<file path="config.mk">
export PLATFORM = sky130hd
export DESIGN_NAME = sg_list_writer_128
export DESIGN_NICKNAME = d
export VERILOG_FILES = /design/src/rtl/sg_pkg.sv /design/src/rtl/sg_elem_buf.sv /design/src/rtl/sg_list_writer_128.sv
export SDC_FILE = /design/constraint.sdc
export NUM_CORES = 1
export LEC_CHECK = 0
export ABC_AREA = 1
export BUFFER_PORTS_ARGS = -buffer_cell sky130_fd_sc_hd__buf_2
export CORE_ASPECT_RATIO = 1.75
export CORE_MARGIN = 5
export CORE_UTILIZATION = 51
export CTS_CLUSTER_DIAMETER = 150
export DETAILED_ROUTE_END_ITERATION = 10
export GPL_ROUTABILITY_DRIVEN = 0
export PLACE_DENSITY = 0.8
export SKIP_CTS_REPAIR_TIMING = 1
export SLEW_MARGIN = 40
export SYNTH_ARGS = -nofsm -noshare
export SYNTH_HDL_FRONTEND = slang
export SYNTH_HIERARCHICAL = 1
export SYNTH_SLANG_ARGS = --single-unit
</file>
<file path="constraint.sdc">
create_clock -name CLK -period 8.9 [get_ports CLK]
set_input_delay 0.89 -clock CLK [delete_from_list [all_inputs] [get_ports CLK]]
set_output_delay 0.89 -clock CLK [all_outputs]
set_load 0.02 [all_outputs]
</file>
<file path="src/rtl/sg_pkg.sv">
// Shared scatter-gather definitions: SG word field layout, list FSM states, entry payload.
package sg_pkg;

    localparam int unsigned SG_WORD_W      = 128;
    localparam int unsigned SG_FIELD_W     = 32;
    localparam int unsigned SG_ADDR_LO_LSB = 0;
    localparam int unsigned SG_ADDR_HI_LSB = 32;
    localparam int unsigned SG_LEN_LSB     = 64;
    localparam int unsigned SG_RSVD_LSB    = 96;

    typedef enum logic [1:0] {
        SG_IDLE  = 2'd0,
        SG_FILL  = 2'd1,
        SG_DRAIN = 2'd2,
        SG_DONE  = 2'd3
    } sg_state_e;

    // One buffered element: end-of-list tag plus the packed SG word.
    typedef struct packed {
        logic                 last;
        logic [SG_WORD_W-1:0] word;
    } sg_entry_t;

    // Ceiling log2 for constant sizing (returns 0 for values <= 1).
    function automatic int unsigned clog2(input int unsigned value);
        int unsigned r;
        r = 0;
        while ((32'(1) << r) < value) begin
            r = r + 1;
        end
        return r;
    endfunction

endpackage

</file>
<file path="src/rtl/sg_elem_buf.sv">
// Small register FIFO holding {LAST,word} entries with registered full/empty flags.
module sg_elem_buf
    import sg_pkg::*;
#(
    parameter int unsigned C_DEPTH = 2,
    parameter int unsigned C_WIDTH = 129
) (
    input  logic               clk,
    input  logic               rst,
    input  logic               push_i,
    input  logic               pop_i,
    input  logic [C_WIDTH-1:0] din_i,
    output logic [C_WIDTH-1:0] dout_o,
    output logic               full_nxt_o,
    output logic               empty_o
);

    localparam int unsigned PTR_W = clog2(C_DEPTH);
    localparam int unsigned OCC_W = PTR_W + 1;

    logic [C_WIDTH-1:0] mem_q [C_DEPTH];
    logic [PTR_W-1:0]   wr_ptr_q;
    logic [PTR_W-1:0]   rd_ptr_q;
    logic [OCC_W-1:0]   occ_q;
    logic [OCC_W-1:0]   occ_d;
    logic               full_q;
    logic               empty_q;
    logic               do_push;
    logic               do_pop;

    assign do_push = push_i & ~full_q;
    assign do_pop  = pop_i & ~empty_q;

    // Next occupancy: simultaneous push and pop leaves it unchanged.
    always_comb begin
        occ_d = occ_q;
        if (do_push && !do_pop) begin
            occ_d = occ_q + OCC_W'(1);
        end else if (!do_push && do_pop) begin
            occ_d = occ_q - OCC_W'(1);
        end
    end

    assign full_nxt_o = (occ_d == OCC_W'(C_DEPTH));

    // Pointer, occupancy and flag registers; storage itself is not reset.
    always_ff @(posedge clk) begin
        if (rst) begin
            wr_ptr_q <= '0;
            rd_ptr_q <= '0;
            occ_q    <= '0;
            full_q   <= 1'b0;
            empty_q  <= 1'b1;
        end else begin
            if (do_push) begin
                wr_ptr_q <= wr_ptr_q + PTR_W'(1);
            end
            if (do_pop) begin
                rd_ptr_q <= rd_ptr_q + PTR_W'(1);
            end
            occ_q   <= occ_d;
            full_q  <= full_nxt_o;
            empty_q <= (occ_d == '0);
        end
    end

    // Entry storage written at the tail.
    always_ff @(posedge clk) begin
        if (do_push) begin
            mem_q[wr_ptr_q] <= din_i;
        end
    end

    // Head is forced to zero while empty so stale or unwritten storage never shows.
    assign dout_o  = empty_q ? '0 : mem_q[rd_ptr_q];
    assign empty_o = empty_q;

endmodule

</file>
<file path="src/rtl/sg_list_writer_128.sv">
// SG list producer: packs {ADDR,LEN} elements into 128-bit words for a sync_fifo.
// Optional length checking is enabled by defining SG_LIST_WRITER_LEN_CHECK_EN.
module sg_list_writer_128
    import sg_pkg::*;
#(
    parameter int unsigned C_DATA_WIDTH  = 128,
    parameter int unsigned C_DEPTH       = 2,
    parameter int unsigned C_COUNT_WIDTH = 16
) (
    input  logic                     CLK,
    input  logic                     RST,
    input  logic                     ELEM_WEN,
    input  logic [63:0]              ELEM_ADDR,
    input  logic [31:0]              ELEM_LEN,
    input  logic                     ELEM_LAST,
    output logic                     ELEM_FULL,
    output logic [C_DATA_WIDTH-1:0]  BUF_DATA,
    output logic                     BUF_WEN,
    input  logic                     BUF_FULL,
    output logic                     DONE,
    output logic [C_COUNT_WIDTH-1:0] ELEM_COUNT,
    output logic                     ERR
);

    localparam int unsigned ENT_W = SG_WORD_W + 1;

    if (C_DATA_WIDTH != SG_WORD_W) begin : g_bad_width
        $error("sg_list_writer_128: only C_DATA_WIDTH=128 is supported");
    end
    if ((C_DEPTH < 2) || ((C_DEPTH & (C_DEPTH - 1)) != 0)) begin : g_bad_depth
        $error("sg_list_writer_128: C_DEPTH must be a power of two and >= 2");
    end

    sg_state_e                state_q;
    sg_state_e                state_d;
    logic                     elem_full_q;
    logic                     elem_full_d;
    logic [C_COUNT_WIDTH-1:0] count_q;
    logic [C_COUNT_WIDTH-1:0] count_d;
    logic                     accept_c;
    logic                     keep_c;
    logic                     len_bad_c;
    logic                     drop_end_c;
    logic [SG_WORD_W-1:0]     word_c;
    sg_entry_t                ent_in_c;
    sg_entry_t                ent_head_c;
    logic [ENT_W-1:0]         buf_dout;
    logic                     buf_empty;
    logic                     buf_full_nxt;

    // Pack the element into the SG word layout.
    always_comb begin
        word_c = '0;
        word_c[SG_ADDR_LO_LSB +: SG_FIELD_W] = ELEM_ADDR[31:0];
        word_c[SG_ADDR_HI_LSB +: SG_FIELD_W] = ELEM_ADDR[63:32];
        word_c[SG_LEN_LSB     +: SG_FIELD_W] = ELEM_LEN;
        word_c[SG_RSVD_LSB    +: SG_FIELD_W] = '0;
    end

    assign ent_in_c = {ELEM_LAST, word_c};

`ifdef SG_LIST_WRITER_LEN_CHECK_EN
    logic err_q;
    logic last_drop_q;

    assign len_bad_c = (ELEM_LEN == '0) || (ELEM_LEN[1:0] != 2'b00);

    // Sticky error and "LAST was dropped" marker that lets DRAIN finish on an empty buffer.
    always_ff @(posedge CLK) begin
        if (RST) begin
            err_q       <= 1'b0;
            last_drop_q <= 1'b0;
        end else begin
            if (accept_c && len_bad_c) begin
                err_q <= 1'b1;
            end
            if (state_q == SG_DONE) begin
                last_drop_q <= 1'b0;
            end else if (accept_c && len_bad_c && ELEM_LAST) begin
                last_drop_q <= 1'b1;
            end
        end
    end

    assign ERR        = err_q;
    assign drop_end_c = last_drop_q & buf_empty;
`else
    assign len_bad_c  = 1'b0;
    assign ERR        = 1'b0;
    assign drop_end_c = 1'b0;
`endif

    assign accept_c   = ELEM_WEN & ~elem_full_q;
    assign keep_c     = accept_c & ~len_bad_c;
    assign ent_head_c = buf_dout;
    assign BUF_WEN    = ~buf_empty & ~BUF_FULL;
    assign BUF_DATA   = ent_head_c.word;

    sg_elem_buf #(
        .C_DEPTH (C_DEPTH),
        .C_WIDTH (ENT_W)
    ) u_buf (
        .clk        (CLK),
        .rst        (RST),
        .push_i     (keep_c),
        .pop_i      (BUF_WEN),
        .din_i      (ent_in_c),
        .dout_o     (buf_dout),
        .full_nxt_o (buf_full_nxt),
        .empty_o    (buf_empty)
    );

    // List FSM, saturating element counter and next ELEM_FULL.
    always_comb begin
        state_d = state_q;
        count_d = count_q;

        case (state_q)
            SG_IDLE: begin
                if (accept_c) begin
                    state_d = ELEM_LAST ? SG_DRAIN : SG_FILL;
                end
            end
            SG_FILL: begin
                if (accept_c && ELEM_LAST) begin
                    state_d = SG_DRAIN;
                end
            end
            SG_DRAIN: begin
                if ((BUF_WEN && ent_head_c.last) || drop_end_c) begin
                    state_d = SG_DONE;
                end
            end
            SG_DONE: begin
                state_d = SG_IDLE;
            end
            default: begin
                state_d = SG_IDLE;
            end
        endcase

        if (state_q == SG_DONE) begin
            count_d = '0;
        end else if (BUF_WEN && (count_q != '1)) begin
            count_d = count_q + C_COUNT_WIDTH'(1);
        end

        elem_full_d = buf_full_nxt || (state_d == SG_DRAIN) || (state_d == SG_DONE);
    end

    // State, counter and ELEM_FULL registers.
    always_ff @(posedge CLK) begin
        if (RST) begin
            state_q     <= SG_IDLE;
            count_q     <= '0;
            elem_full_q <= 1'b0;
        end else begin
            state_q     <= state_d;
            count_q     <= count_d;
            elem_full_q <= elem_full_d;
        end
    end

    assign ELEM_FULL  = elem_full_q;
    assign DONE       = (state_q == SG_DONE);
    assign ELEM_COUNT = count_q;

endmodule

</file>
### Word-level counts from Yosys, hierarchy flattened

Memories as Yosys holds them, arrays and structs flattened. A register that Yosys moved wholly into a read port is not among the register bits.
Cells that the tools add are included.

* reduce and logical (&&, ||, !) cells: 12
* add/sub/neg operators: 5
* equal/unequal tests: 7
* mux-type cells: 12
* bitwise operators: 8

Operator list (number)
* 2-to-1 mux 129 bit: 1
* adder 16 x 1 -> 16 bit, second input constant: 1
* != test 16 bit, second input constant: 1
* 2-to-1 mux 2 bit: 6
* equality test 2 bit, second input constant: 5
* one-hot mux 2 bit (4 select lines): 1
* logical AND 1 bit: 5
* AND 1 bit: 4
* zero test 2 bit: 2
* 2-to-1 mux 1 bit: 4
* NOT 1 bit: 4
* adder 1 bit, second input constant: 2
* adder 2 x 1 -> 2 bit, second input constant: 1
* equality test 2 x 1 -> 1 bit, second input constant: 1
* zero test 1 bit: 2
* logical OR 1 bit: 2
* OR reduction 2 bit: 1
* subtractor 2 x 1 -> 2 bit, second input constant: 1

* input bits: 101
* bits in writable memories: 194
* output and inout port bits: 148
* memories: 1
* register bits after elaboration: 25
* word-level logic and storage cells: 53

Memory list
* u_buf.mem_q: depth 2, width 97, rd ports 1, clocked after memory_dff 1, write ports 1, line sg_elem_buf.sv:21 `logic [C_WIDTH-1:0] mem_q [C_DEPTH];`

### Logic depth before layout (Yosys ltp)

Gate-level depths: netlist of the first run.

* word-level depth: 10
* mapped depth: 11
* gate-level depth less buffers: 11

### By module

The synthesis of the first run kept the hierarchy.

By module, submodules not included
* sg_elem_buf: area an instance 9942.0 um2, instances 1, seq. area each 7887.6 um2, cells an instance 734
* sg_list_writer_128: area an instance 1121.1 um2, instances 1, seq. area each 380.4 um2, cells an instance 170

### Least setup slack after synthesis of the first run

No wires, ideal clock.

* path kind: input-to-reg
* start: input ELEM_WEN
* end: memory u_buf/mem_q[1][0] (netlist bit) (enable)
* library setup time: 0.620 ns
* stages: 4
* arrival time: 6.649 ns
* path buffers: 0
* required time: 8.280 ns
* path slack: 1.630 ns
* path through: inv_1 -> nor2_1 -> nand2_1 -> nor2_1

* word-level cells in the longest chain between the ends: 4

Ends and longest elaborated chain
* start, declared: line sg_list_writer_128.sv:12 `input logic ELEM_WEN,`
* AND 1 bit: line sg_list_writer_128.sv:93 `assign accept_c = ELEM_WEN & ~elem_full_q;`
* via accept_c: line sg_list_writer_128.sv:40 `logic accept_c;`
* AND 1 bit: line sg_elem_buf.sv:31 `assign do_push = push_i & ~full_q;`
* 2-to-1 mux 1 bit: line sg_elem_buf.sv:69 `if (do_push) begin`
* 2-to-1 mux 1 bit (not written as such): line sg_elem_buf.sv:70 `mem_q[wr_ptr_q] <= din_i;`
* end, declared: line sg_elem_buf.sv:21

The timed path passes the listed nets, and every way through them passes these cells.

==> results of run 1 <==
==> layer usage <==
| layer | vias to the layer above | track usage |
|---|---|---|
| met5 | - | 0 |
| met4 | 0 | 0.0929 |
| met3 | 70 | 0.0414 |
| met2 | 250 | 0.355 |
| met1 | 3520 | 0.194 |
| li1 | 3647 | - |
==> power groups by stage <==
stage	Sequential, mW	Clock (mW)	Combinational [mW]
5_1_grt	1.63	1.11	0.537
2_1_floorplan	1.66	0	0.317
3_3_place_gp	1.64	0	0.486
3_5_place_dp	1.65	0	0.496
6_report	1.62	1.03	0.492
4_1_cts	1.62	1.05	0.497
==> stage by stage <==
stage               instances  area, sq um   util
floorplan                 968        11300      -
global placement         1468        12700  0.592
detailed placement       1468        12700  0.592
CTS                      1512        13500  0.629
global route             1515        13500  0.629
finish                   1516        13500  0.629
==> layout make-up <==
cell class / count / share of cell area
timing repair buffer: 254 / 0.0965
sequential: 284 / 0.614
inverter: 30 / 0.00882
clock buffer: 26 / 0.0467
clock inverter: 18 / 0.0112
multi-input combinational: 608 / 0.195
tap: 292 / 0.0271
antenna: 4 / 0.000743
==> worst paths after layout <==
path | startpoint | to | cells past startpoint
setup / recovery | flop | BUF_DATA[50] | 5
hold / removal | u_buf/rd_ptr_q | flop | 2
setup reg to reg | ELEM_FULL | u_buf/mem_q[0][9] | 5
hold reg to reg | u_buf/rd_ptr_q | flop | 2
==> worst min-delay path, delay by kind of cell, from the launching register on <==
kind | cells | cell delay (ns)
flip-flops | 1 | 0.33
XOR/XNOR | 1 | 0.08
AND/OR/NAND/NOR | 1 | 0.07
==> cells by family (layout without fill, tap and decap cells) <==
kind of cell / Yosys count / in the layout / share of synthesized area
compound gates: 146 / 146 / 0.0696
xor+xnor: 6 / 6 / 0.00475
fa+ha+maj: 1 / 1 / 0.00113
buf+inv: 76 / 328 / 0.0385
flops: 284 / 284 / 0.747
other cells: 1 / 69 / 0.000339
simple gates: 390 / 390 / 0.138
==> cell usage in the layout (no fill, tap or decap), drive strengths merged <==
cell type	n
nor2	301
conb	65
inv	31
nand2	68
xor2	4
nand3b	1
o21ai	131
nand4	5
clkinvlp	1
clkinv	14
edfxtp	258
dfxtp	26
nor3	1
xnor2	2
o22ai	1
a21oi	12
a211oi	1
diode	4
buf	254
bufinv	2
ha	1
nand3	14
a31oi	1
clkbuf	26
==> registers in the layout (all words and copies together) (netlist names), named ones only <==
register and count:
u_buf/rd_ptr_q 1, state_q 1, ELEM_COUNT 16, u_buf/mem_q 258
u_buf/full_q 1, ELEM_FULL 1, u_buf/occ_q 2, u_buf/wr_ptr_q 1
u_buf/empty_o 1
==> flow_metrics.env, run 1 <==
export IMPL_status="finished, final reports clean"
export IMPL_highest_layer="met4"
export IMPL_fin_worst_skew_ns=0.00938
export IMPL_slowest_stage="buf_6"
export IMPL_n_fill_cell=1642
export IMPL_grt_pass1_wl_mm=37.2
export IMPL_dr_wl_met2_mm=13.5
export IMPL_syn_area_sq_um=11100
export IMPL_cts_tree="built"
export IMPL_die_h_microns=205
export IMPL_final_hold_viol_count=0
export IMPL_route_met3_wl_mm=1.56
export IMPL_synth_most_common_cell="nor2_1"
export IMPL_multi_input_area_sq_um=2630
export IMPL_drt_initial_drc_count=600
export IMPL_p_int_mw=2.29
export IMPL_drive_gt1_frac=0.261
export IMPL_final_nets=1305
export IMPL_switching_share=0.271
export IMPL_r2r_slack_ns=6.23
export IMPL_regArea_sq_um=8270
export IMPL_worst_path_most_repeated_cell="nor2_1"
export IMPL_synth_edff_count=258
export IMPL_synth_cells=904
export IMPL_syn_to_final_growth_pct=21.8
export IMPL_drc=0
export IMPL_synth_area_leader_cell="edfxtp_1"
export IMPL_path_clk_slew_ns=0.07
export IMPL_crit_chain="inv_4 -> buf_6 -> nor2_1 -> nor2_1 -> buf_2"
export IMPL_maxCapViolCount=0
export IMPL_fin_ws_ns=5.40
export IMPL_drt_first_pass_iters=5
export IMPL_fp_coreArea_sq_um=21400
export IMPL_max_freq_mhz=286
export IMPL_synth_warnings=6
export IMPL_critPathBufInv=3
export IMPL_synth_common_cells="296 x nor2_1, 258 x edfxtp_1, 129 x o21ai_0"
export IMPL_dp_hpwl_mm=16.0
export IMPL_fin_crit_ns=3.50
export IMPL_hold_ws_ns=0.507
export IMPL_setup_viol=0
export IMPL_post_route_period_util=0.393
export IMPL_leakagePower_nw=5.60
export IMPL_clock_sinks=284
export IMPL_antenna_found_initial=3
export IMPL_dieArea_sq_um=24900
export IMPL_worstHoldPathType="reg -> reg"
export IMPL_cp_required_ns=8.01
export IMPL_critPathCaptureType="output port"
export IMPL_port_buffers=247
export IMPL_cts_made_buffers=25
export IMPL_grt_overflow=0
export IMPL_seq_area_frac_synth=0.747
export IMPL_wl_per_cell_microns=16.2
export IMPL_power_density_nw_per_um2=233
export IMPL_synth_top_area_share=0.700
export IMPL_arrival_ns=2.61
export IMPL_cts_buffer_depth=3
export IMPL_p_comb_frac=0.157
export IMPL_ys_ff_latch=284
export IMPL_postSynth_asyncResetShare=0
export IMPL_synthTopCellsByArea="edfxtp_1 70%, nor2_1 10%, o21ai_0 5.8%"
export IMPL_setup_tns_final_ns=0
export IMPL_viasPerCell=4.94
export IMPL_worstMarginPinSlew_ns=0.839
export IMPL_slew_headroom=0.441
export IMPL_num_io_pins=249
export IMPL_dp_slack_ns=5.59
export IMPL_grt_max_degree=82
export IMPL_slew_violations=0
export IMPL_ctsHtreeMaxLevel=1
export IMPL_path_class="reg -> out"
export IMPL_cpLargestDelayFamily="buffers and inverters"
export IMPL_initial_core_util=0.517
export IMPL_crit_path_start_kind="flop"
export IMPL_cp_max_fo=79
export IMPL_wl_met1_mm=8.32
export IMPL_grt_pass1_vias=7455
export IMPL_die_w_microns=121
export IMPL_grt_use_total=0.189
export IMPL_cts_root_buf="clkbuf_16"
export IMPL_vias=7487
export IMPL_syn_avg_cell_area_sq_um=12.2
export IMPL_power_total_mw=3.14
export IMPL_clockPowerShare=0.327
export IMPL_rows=71
export IMPL_rsz0062_at_grt="false"
export IMPL_wl_mm=24.5
export IMPL_ys_flop_type="edfxtp_1"
export IMPL_power_frac_seq=0.516
export IMPL_postRouteAntennaNets=0
export IMPL_clkLatencyLatePin_ns=0.51
export IMPL_p_sw_uw=851
export IMPL_synth_distinct_cells=31
export IMPL_slowest_delay_ns=0.56
export IMPL_vdd_drop_max_mv=0.233
Power figures use the tool's default switching activity.
==> run 2: changes to the inputs <==
--- a/config.mk
+++ b/config.mk
@@ -5,7 +5,7 @@
 export SDC_FILE = /design/constraint.sdc
 export NUM_CORES = 1
 export LEC_CHECK = 0
-export ABC_AREA = 1
+export ABC_AREA = 0
 export BUFFER_PORTS_ARGS = -buffer_cell sky130_fd_sc_hd__buf_2
 export CORE_ASPECT_RATIO = 1.75
 export CORE_MARGIN = 5
==> constraint.sdc (replaced) <==
create_clock -name CLK -period 3.4 [get_ports CLK]
set_input_delay 0.34 -clock CLK [delete_from_list [all_inputs] [get_ports CLK]]
set_output_delay 0.34 -clock CLK [all_outputs]
set_load 0.02 [all_outputs]
==> flow_metrics.env, run 2 <==
export IMPL_path_clk_slew_ns=0.07
export IMPL_grt_pass1_vias=6573
export IMPL_hold_path_depth=1
export IMPL_fp_coreArea_sq_um=21400
export IMPL_initial_core_util=0.516
export IMPL_ctsHtreeMaxLevel=1
export IMPL_postRouteAntennaNets=0
export IMPL_synthTopCellsByArea="edfxtp_1 70%, mux2i_1 12%, nor2_1 4.8%"
export IMPL_port_buffers=247
export IMPL_crit_chain="buf_4 -> nor2_1 -> buf_2"
export IMPL_fin_crit_ns=2.66
export IMPL_grt_overflow=0
export IMPL_slew_violations=0
export IMPL_drt_first_pass_iters=4
export IMPL_slew_headroom=0.494
export IMPL_clock_sinks=284
export IMPL_vdd_drop_max_mv=0.338
export IMPL_final_hold_viol_count=0
export IMPL_synth_edff_count=258
export IMPL_postSynth_asyncResetShare=0
export IMPL_die_w_microns=121
export IMPL_grtUsageMet1=0.189
export IMPL_final_area_sq_um=13600
export IMPL_setup_tns_final_ns=0
export IMPL_grt_max_degree=80
export IMPL_clkLatencyLatePin_ns=0.50
export IMPL_worstRegToRegCells=6
export IMPL_ys_ff_latch=284
export IMPL_maxCapViolCount=0
export IMPL_largest_reg_flops=258
export IMPL_wl_per_cell_microns=16.6
export IMPL_slowest_stage="dfxtp_4"
export IMPL_setup_viol=0
export IMPL_drc=0
export IMPL_cts_made_buffers=25
export IMPL_synth_cells=697
export IMPL_cp_required_ns=3.06
export IMPL_synth_area_leader_cell="edfxtp_1"
export IMPL_cts_tree="built"
export IMPL_min_to="u_buf/mem_q[1][70]"
export IMPL_drt_initial_drc_count=409
export IMPL_syn_area_sq_um=11100
export IMPL_crit_path_start_kind="flop"
export IMPL_largest_register="u_buf/mem_q"
export IMPL_critPathCaptureType="output port"
export IMPL_synth_common_cells="258 x edfxtp_1, 142 x nor2_1, 131 x mux2i_1"
export IMPL_wl_mm=22.0
export IMPL_num_io_pins=249
export IMPL_max_freq_mhz=377
export IMPL_antenna_found_initial=10
export IMPL_path_class="reg -> out"
export IMPL_leakagePower_nw=5.13
export IMPL_rsz0062_at_grt="false"
export IMPL_vias=6501
export IMPL_dp_hpwl_mm=14.7
export IMPL_syn_to_final_growth_pct=23.2
export IMPL_cp_startpoint="u_buf/empty_o"
export IMPL_r2r_end="u_buf/occ_q[1]"
export IMPL_drive_gt1_frac=0.304
export IMPL_dieArea_sq_um=24800
export IMPL_grt_use_total=0.173
export IMPL_r2r_start="u_buf/empty_o"
export IMPL_final_common_cell="edfxtp_1"
export IMPL_grt_busiest_layer="met2"
export IMPL_viasPerCell=4.91
export IMPL_status="finished, final reports clean"
export IMPL_ys_flop_type="edfxtp_1"
export IMPL_synth_distinct_cells=52
export IMPL_rows=71
export IMPL_slowest_delay_ns=0.82
export IMPL_dpl_cell_area_sq_um=12800
export IMPL_die_h_microns=205
export IMPL_cp_max_fo=68
export IMPL_cts_buffer_depth=3
export IMPL_final_nets=1112
export IMPL_seq_area_frac_synth=0.748
export IMPL_n_fill_cell=1615
export IMPL_cts_root_buf="clkbuf_16"
export IMPL_use_met3=0.0431
export IMPL_synth_top_area_share=0.701
export IMPL_grt_pass1_wl_mm=33.9
export IMPL_layout_common_cells="258 x edfxtp_1, 247 x buf_2, 141 x nor2_1"
export IMPL_syn_avg_cell_area_sq_um=15.9
export IMPL_worstHoldPathType="in -> reg"
export IMPL_arrival_ns=2.32
export IMPL_worstHoldStart="ELEM_LEN[6]"
export IMPL_post_route_period_util=0.781
export IMPL_synth_most_common_cell="edfxtp_1"
export IMPL_synth_warnings=6
export IMPL_met2_usage=0.319
export IMPL_power_density_nw_per_um2=614
export IMPL_r2r_slack_ns=1.04
export IMPL_fin_worst_skew_ns=0.00969
export IMPL_worstMarginPinSlew_ns=0.759
run 2: changes by cell type after synthesis, moves of 9 or more:
cell	previous run	this run
a21oi_1	3	13
a21oi_2	9	0
clkbuf_2	10	0
inv_1	26	2
mux2i_1	0	131
nand2_1	64	7
nor2_1	296	142
o21ai_0	129	5
run 2: metrics by stage:
| stage | setup slack [ns] | power [mW] | util | instances | hold slack (ns) |
|---|---|---|---|---|---|
| CTS | 0.632 | 8.47 | 0.635 | 1319 | -0.00348 |
| global route | 0.548 | 8.73 | 0.636 | 1325 | 0.000355 |
| floorplan | 0.325 | 5.27 | - | 761 | 0.409 |
| finish | 0.744 | 8.37 | 0.636 | 1325 | 0.0221 |
| detailed placement | 1.02 | 5.75 | 0.598 | 1274 | 0.508 |
| global placement | 1.04 | 5.71 | 0.598 | 1274 | 0.499 |
run 2: kinds of logic (layout without fill, tap and decap cells):
| family | count (synthesis) | in the layout | share of synthesized area |
|---|---|---|---|
| DFF | 284 | 284 | 0.748 |
| and+or+nand+nor | 206 | 206 | 0.0862 |
| muxes | 132 | 132 | 0.120 |
| buffers and inverters | 37 | 304 | 0.0231 |
| AOI/OAI and AO/OA | 32 | 32 | 0.0180 |
| xor gates and xnor gates | 4 | 4 | 0.00317 |
| adders and majority gates | 1 | 1 | 0.00113 |
| other | 1 | 70 | 0.000339 |
run 2: cell type report:
type,count,area (sq um),area share
inverters,2,7.51,0.000551
diodes,5,12.5,0.000919
well taps,292,365,0.0268
clock buffers,26,629,0.0462
repair buffers,257,1380,0.101
clock inverters,19,165,0.0121
multi-input cells,440,2790,0.205
flip-flops and latches,284,8280,0.608
run 2: worst max-delay path: cells and delay by family (launching register included):
kind          cells  cell delay (ns)
flops             1             0.82
simple gates      1             0.13
buf+inv           2             0.84
run 2: per-layer routing:
| layer | vias to the layer above | routed length [microns] | part of all wire |
|---|---|---|---|
| met4 | 10 | 720 | 0.033 |
| met2 | 180 | 11900 | 0.54 |
| li1 | 3160 | - | - |
| met5 | - | 61 | 0.0028 |
| met3 | 57 | 1510 | 0.069 |
| met1 | 3094 | 7790 | 0.35 |
run 2: where the power goes:
group	total, mW	leakage, nW	internal [mW]	switching, mW
clock network	2.72	0.396	1.57	1.15
logic	1.29	2.13	0.424	0.867
registers	4.36	2.61	4.21	0.151
run 2: worst max path at each step:
stage / endpoint / slack (ns)
2_1_floorplan: u_buf/mem_q[0][0] / 0.33
3_3_place_gp: u_buf/occ_q[1] / 1.04
3_5_place_dp: u_buf/occ_q[1] / 1.02
4_1_cts: BUF_DATA[62] / 0.63
5_1_grt: BUF_DATA[52] / 0.55
6_report: BUF_DATA[62] / 0.74
